$ cat src/rtl/logic_reduce_unit_pkg.sv
// logic_reduce_unit_pkg: op codes, FSM states and op decode helpers for logic_reduce_unit
package logic_reduce_unit_pkg;
  localparam logic [2:0] OP_AND  = 3'd0;
  localparam logic [2:0] OP_OR   = 3'd1;
  localparam logic [2:0] OP_XOR  = 3'd2;
  localparam logic [2:0] OP_NAND = 3'd3;
  localparam logic [2:0] OP_NOR  = 3'd4;
  localparam logic [2:0] OP_XNOR = 3'd5;
  typedef enum logic [1:0] {S_IDLE, S_ACCUM, S_OUT} state_t;
  function automatic logic is_inverting(input logic [2:0] op);
    return op == OP_NAND || op == OP_NOR || op == OP_XNOR;
  endfunction
  function automatic logic [1:0] base_sel(input logic [2:0] op);
    return op >= OP_NAND ? 2'(op - OP_NAND) : op[1:0];
  endfunction
endpackage

$ cat src/rtl/logic_reduce_unit_gate.sv
// bitwise_gate_core: combinational WIDTH-bit AND/OR/XOR selected by sel (0 AND, 1 OR, else XOR)
module bitwise_gate_core #(
  parameter int WIDTH = 8
) (
  input  logic [1:0]       sel,
  input  logic [WIDTH-1:0] a,
  input  logic [WIDTH-1:0] b,
  output logic [WIDTH-1:0] y
);
  always_comb y = sel == 2'd0 ? a & b : sel == 2'd1 ? a | b : a ^ b;
endmodule

$ cat src/rtl/logic_reduce_unit.sv
// logic_reduce_unit: streaming bitwise reduction of an operand stream with optional final inversion
module logic_reduce_unit
  import logic_reduce_unit_pkg::*;
#(
  parameter int WIDTH = 8,
  parameter int CNT_W = 4
) (
  input  logic             clk,
  input  logic             rst,
  input  logic             in_valid,
  output logic             in_ready,
  input  logic [WIDTH-1:0] in_data,
  input  logic [2:0]       in_op,
  input  logic             in_last,
  output logic             out_valid,
  input  logic             out_ready,
  output logic [WIDTH-1:0] out_data,
  output logic [CNT_W-1:0] out_cnt,
  output logic             out_err
);
  state_t           state, state_n;
  logic [WIDTH-1:0] acc, acc_n, gate_y, res;
  logic [2:0]       op_q, op_n;
  logic [CNT_W-1:0] cnt, cnt_n;
  logic [1:0]       sel;
  logic             first, in_fire, rsv;
  assign sel = base_sel(op_q);
  bitwise_gate_core #(.WIDTH(WIDTH)) u_gate (.sel(sel), .a(acc), .b(in_data), .y(gate_y));
  always_comb begin
    in_ready  = state != S_OUT;
    out_valid = state == S_OUT;
    in_fire   = in_valid && in_ready;
    first     = state == S_IDLE;
    op_n      = first ? in_op : op_q;
    acc_n     = first ? in_data : gate_y;
    cnt_n     = first ? CNT_W'(1) : &cnt ? cnt : cnt + CNT_W'(1);
    rsv       = op_n > OP_XNOR;
    res       = rsv ? '0 : is_inverting(op_n) ? ~acc_n : acc_n;
    state_n   = state == S_OUT ? (out_ready ? S_IDLE : S_OUT) :
                in_fire ? (in_last ? S_OUT : S_ACCUM) : state;
  end
  always_ff @(posedge clk) begin
    if (rst) begin
      state    <= S_IDLE;
      acc      <= '0;
      op_q     <= '0;
      cnt      <= '0;
      out_data <= '0;
      out_cnt  <= '0;
      out_err  <= 1'b0;
    end else begin
      state <= state_n;
      if (in_fire) begin
        acc  <= acc_n;
        op_q <= op_n;
        cnt  <= cnt_n;
      end
      if (in_fire && in_last) begin
        out_data <= res;
        out_cnt  <= cnt_n;
        out_err  <= rsv;
      end
    end
  end
endmodule

$ cat config.mk
export PLATFORM = sky130hd
export DESIGN_NAME = logic_reduce_unit
export DESIGN_NICKNAME = d
export VERILOG_FILES = /design/src/rtl/logic_reduce_unit_pkg.sv /design/src/rtl/logic_reduce_unit_gate.sv /design/src/rtl/logic_reduce_unit.sv
export SDC_FILE = /design/constraint.sdc
export NUM_CORES = 1
export LEC_CHECK = 0
export CAP_MARGIN = 25
export CORE_ASPECT_RATIO = 0.75
export CORE_MARGIN = 5
export CORE_UTILIZATION = 43
export DETAILED_ROUTE_END_ITERATION = 6
export GPL_TIMING_DRIVEN = 0
export PLACE_DENSITY = 0.7
export SYNTH_ARGS = -nofsm -noshare
export SYNTH_HDL_FRONTEND = slang
export SYNTH_HIERARCHICAL = 1
export SYNTH_SLANG_ARGS = --single-unit
$ cat constraint.sdc
create_clock -name clk -period 2.1 [get_ports clk]
set_input_delay 0.42 -clock clk [delete_from_list [all_inputs] [get_ports clk]]
set_output_delay 0.42 -clock clk [all_outputs]
set_load 0.01 [all_outputs]
; ---- Word level (Yosys, flattened, before mapping)
; Cells that the tools add are included.
[totals]
regBits = 30
input_bits = 16
[op_classes]
magnitude_cmp = 2
eq_ne = 6
n_addsub = 2
bitwise = 4
reduce_logical = 8
n_mux = 13
[op_table]
columns = op, count
row1 = two-way mux 8 bit, 5
row2 = two-way mux 2 bit, 5
row3 = bitwise AND 8 bit, 1
row4 = two-way mux 4 bit, 2
row5 = NOT 8 bit, 1
row6 = OR 8 bit, 1
row7 = bitwise XOR 8 bit, 1
row8 = "equality test 3 bit, second input constant", 2
row9 = "adder 4 x 1 -> 4 bit, second input constant", 1
row10 = zero test 2 bit, 2
row11 = AND reduction 4 bit, 1
row12 = "equality test 3 x 2 -> 1 bit, second input constant", 1
row13 = "greater-or-equal comparator 3 x 2 -> 1 bit, second input constant", 1
row14 = "> comparator 3 bit, second input constant", 1
row15 = two-way mux 3 bit, 1
row16 = "equality test 2 x 1 -> 1 bit, second input constant", 1
row17 = "equality test 2 bit, second input constant", 1
row18 = logical AND 1 bit, 2
row19 = logical OR 1 bit, 2
row20 = "!= test 2 bit, second input constant", 1
row21 = nonzero test 2 bit, 1
row22 = "subtractor 2 bit, second input constant", 1

; ---- Logic depth before layout (Yosys ltp)
[logic_depth]
depth_word = 9
mapped_depth = 10
mapped_depth_nobuf = 9

; ---- By module
; Netlist, hierarchy kept.
[by_module_without_submodules]
columns = module, n_inst, seq_area_each_um2, cells_per_inst, area_per_inst_um2
row1 = logic_reduce_unit, 1, 600.6, 160, 1470.2
row2 = bitwise_gate_core, 1, 0.0, 66, 551.8

; ---- Least setup slack after synthesis
; OpenSTA, ideal clock, no wires.
[synth_path]
path_kind = register -> register
start = register op_q[1]
end = register out_data[2]
setup_time_ps = 117
required_time_ps = 1983
slack_ps = -157
n_path_buf = 1
synth_period_minus_slack_ps = 2257
arrival_ps = 2140
path_stages_with_launch = 10
cell_sequence = dfxtp_1 -> ha_1 -> nor2_1 -> o21ai_0 -> buf_6 -> nor2_1 -> o31ai_1 -> mux2i_1 -> or3_1 -> a32o_1
[synth_between]
elab_chain_cells = 9
elab_cells_between_ends = 18
[synth_lines]
columns = element, line_no
row1 = from (decl), logic_reduce_unit.sv:23  ; logic [2:0] op_q, op_n;
row2 = from (signal assigned), logic_reduce_unit.sv:55  ; op_q <= op_n;
row3 = greater-or-equal comparator 3 x 2 -> 1 bit *, logic_reduce_unit_pkg.sv:14  ; return op >= OP_NAND ? 2'(op - OP_NAND) : op[1:0];
row4 = two-way mux 2 bit *, logic_reduce_unit_pkg.sv:14
row5 = named net sel[0], logic_reduce_unit.sv:25  ; logic [1:0] sel;
row6 = equality test 2 x 1 -> 1 bit, logic_reduce_unit_gate.sv:10  ; always_comb y = sel == 2'd0 ? a & b : sel == 2'd1 ? a | b : a ^ b;
row7 = two-way mux 8 bit, logic_reduce_unit_gate.sv:10
row8 = two-way mux 8 bit *, logic_reduce_unit_gate.sv:10
row9 = named net gate_y[2], logic_reduce_unit.sv:22  ; logic [WIDTH-1:0] acc, acc_n, gate_y, res;
row10 = two-way mux 8 bit *, logic_reduce_unit.sv:35  ; acc_n = first ? in_data : gate_y;
row11 = NOT 8 bit, logic_reduce_unit.sv:38  ; res = rsv ? '0 : is_inverting(op_n) ? ~acc_n : acc_n;
row12 = two-way mux 8 bit * (2 in a row), logic_reduce_unit.sv:38
row13 = to (signal assigned), logic_reduce_unit.sv:59  ; out_data <= res;
row14 = to (decl), logic_reduce_unit.sv:17  ; output logic [WIDTH-1:0] out_data,
; Mark *: on every way through the listed nets, which the timed path passes. The rest lies on a longest branch.
; A chain may end at the register's enable or synchronous reset.

; ---- Worst setup path in the final report
[layout_path]
start = register op_q[1]
end = register out_data[7]
; The elaborated chain is that of the path after synthesis.

==> metrics.md <==
| Metric | Value |
|---|---|
| Most frequent cell on the critical path | buf_6 |
| Clk root buf | clkbuf_8 |
| Post-CTS Hold Fix Bufs | 0 |
| Clock transition at path regs | 0.06 ns |
| FF+latch count, synth | 30 |
| Clk_lat worst skew | 0.28 ns |
| Reg2reg path depth | 12 |
| Gr usage total | 0.1746 |
| Syn Std Cell Area | 0.002022 mm^2 |
| Power per cell area | 644.4 mW/mm^2 |
| Worst slew pin tran | 0.5513 ns |
| Worst vdd ir | 0.0003929 V |
| Worst hold path stage count | 2 |
| Switch Pwr | 546.5 uW |
| Die ar. | 0.006188 mm^2 |
| Grt total ovfl | 0 |
| Top_reg_cell synth | dfxtp_1 |
| Fin crit share | 1.055 |
| Slew Limit Fails | 0 |
| Worst Hold Class | register to register |
| Syn nets | 260 |
| Rows | 21 |
| Max Freq | 451.2 MHz |
| Sw Share | 0.3124 |
| Clk_skew | 0.003270 ns |
| Final WS setup | -0.1163 ns |
| Post-synth EDFFs | 0 |
| Placed Instances | 312 |
| Hold WS | 0.4564 ns |
| CTS tree | yes |
| Slowest stage delay, CP | 0.36 ns |
| DIE HEIGHT | 69.39 um |
| # IOs | 31 |
| Routed wire length | 5280 um |
| Die Wd | 89.18 um |
| Share of layout cells above drive strength 1 | 0.2226 |
| CP Launch Type | register |
| Vias in the first global route | 1,690 |
| Pin count of the biggest net entering global routing | 11 |
| Crit path DAT | 2.39 ns |
| Crit-path max FO | 5 |
| Post-DR wirelength/cell | 15.95 um |
| Vias/cell | 5.363 |
| CP Cell Sequence | ha_4, nor2_4, nand3b_1, o21ai_2, buf_6, buf_6, buf_6, nor2b_4, o31a_1, mux2i_4, or3_1, a32o_1 |
| Sequential area share after synthesis | 0.2970 |
| Combinational Power Share | 0.357 |
| TritonRoute pass-1 iters | 5 |
| Bufs on Longest Clock Path | 2 |
| Slew HR | 0.6311 |
| Mapped Cells | 226 |
| Antenna violations before repair | 0 |
| Detailed-route via count | 1,775 |
| Slowest cell on crit path | dfxtp_4 |
| Non-Filler Instances | 331 |
| Syn_area_per_cell | 8.947 um^2 |
| Ys Warns | 6 |
| Diode count | 0 |
| Final ANT Viol Nets | 0 |
| Port-buffer cells | 29 |
| Int Pwr | 1203 uW |
| WS Path Type | register to register |
| RePlAce Congestion | 0.7833 |
| Reg power frac | 0.371 |
| Final setup fails | 8 |
| Clock buffer count from CTS | 5 |
| Core footprint | 0.004519 mm^2 |
| Area delta synth->final | 34.28% |
| Hold Fails Final Rpt | 0 |
| CTS sink cnt | 30 |
| Initial Util | 0.4474 |
| Failing checks | setup timing |
| DRC | 0 |
| Final core utilization | 0.6008 |
| RSZ-0062 raised after global routing | yes |
| Status | finished with violations |
| DP Area | 0.002399 mm^2 |
| Clock power share | 0.272 |
| Crit end category | register |
| Global-route wire length before repair | 8328 um |
| Leakage | 0.001083 uW |
| DP Wirelength | 3405 um |
| Netlist cell types | 35 |
| Share of flip-flops with an asynchronous set or reset | 0 |
| Tmin final | 2.216 ns |
| Final net count | 307 |
| Design area | 0.002715 mm^2 |
| Worst Path Required | 2.28 ns |
| Max-cap viol count | 0 |
| Initial DRC count | 148 |
| H-tree levels | 2 |
[layer usage]
metal / GRT usage / wire [um] / up-vias
met5: 0 / 0 / -
met4: 0.07769 / 138 / 0
met3: 0.04751 / 267 / 10
met2: 0.2355 / 2279 / 47
met1: 0.2541 / 2595 / 816
li1: - / - / 902
[power by group through the flow]
stage	clock, uW	sequential (uW)	combinational (uW)
after floorplan	0	661	337
after global placement	0	661	480
after detailed placement	0	661	490
after CTS	490	648	575
after global routing	525	655	673
final	475	649	625
[Yosys cell counts, types with 4 or more instances]
cell       count  area (um^2)
o21ai_0       10        50.05
inv_1         18        67.56
a21oi_1        6        30.03
nand2b_1       8        50.05
a32o_1         8        80.08
nand3_1        6        30.03
a211oi_1      11        82.58
clkbuf_1       4        15.01
nor2_1        21        78.83
nand2_1       15        56.30
and2b_4        6        60.06
or3_1          9        56.30
dfxtp_1       30        600.6
o31a_1         6        52.55
and2_1         5        31.28
nor2b_4        6        82.58
ha_1          18        225.2
mux2i_1       11        110.1
a2bb2oi_1      4        35.03
[critical path, delay by kind of cell (launching register included)]
kind	cells	cell delay, ns
AND/OR/NAND/NOR	4	0.62
adder cells (fa/ha/maj)	1	0.18
multiplexers	1	0.10
flip-flops	1	0.36
AO/OA/AOI/OAI	3	0.51
buffers and inverters	3	0.35
[cell usage in the layout (no fill, tap or decap), types with 7 or more instances in the layout]
master,netlist,layout
buf_4,1,7
buf_6,3,9
a211oi_1,11,10
ha_1,18,17
clkdlybuf4s50_1,0,29
a32o_1,8,8
dfxtp_1,30,25
inv_1,18,18
nor2_1,21,19
nand2b_1,8,8
nand2_1,15,15
or3_1,9,9
[cell families after synthesis]
group,count (synthesis),share of synthesized area
XOR/XNOR,1,0.004332
AND/OR/NAND/NOR,86,0.2692
buffers and inverters,28,0.07363
multiplexers,11,0.05446
AO/OA/AOI/OAI,52,0.1900
flip-flops,30,0.2970
adder cells (fa/ha/maj),18,0.1114
[path summary, 6_finish.rpt]
check                               start                        to  slack, ns
setup reg to reg     op_q[1]$_SDFFE_PP0N_  out_data[7]$_SDFFE_PP0P_      -0.12
hold reg to reg   out_cnt[2]$_SDFFE_PP0P_   out_cnt[2]$_SDFFE_PP0P_       0.46
setup / recovery     op_q[1]$_SDFFE_PP0N_  out_data[7]$_SDFFE_PP0P_      -0.12
hold / removal    out_cnt[2]$_SDFFE_PP0P_   out_cnt[2]$_SDFFE_PP0P_       0.46
[repair_timing]
item                                    4_1_cts  5_1_grt
buffers inserted                              9        1
gates resized for setup                      24       12
pin swaps                                    13       12
endpoints found under the setup margin        8       11
gates cloned                                  1        0
[stage by stage]
step,TNS [ns],worst slack [ns],total power [uW]
2_1_floorplan,0,0.02123,997.5
3_3_place_gp,-1.688,-0.3122,1141
3_5_place_dp,-1.890,-0.3164,1151
4_1_cts,-0.5154,-0.1051,1712
5_1_grt,-1.436,-0.1987,1854
6_report,-0.6880,-0.1163,1750
[cell type report]
class / instances / area (um^2)
Multi-Input combinational cell: 168 / 1394
Sequential cell: 30 / 611.8
Clock buffer: 7 / 86.33
Tap cell: 57 / 71.32
Fill cell: 383 / 1804
Buffer: 10 / 87.58
Inverter: 18 / 67.56
Timing Repair Buffer: 40 / 391.6
Clock inverter: 1 / 5.005
[sequential cells by signal, summed over array words and instances (netlist names)]
name and cells:
cnt 4, op_q 3, out_data 8, acc 8
state 2, out_err 1, out_cnt 4
Note: power is estimated with default switching activity, not from simulation.
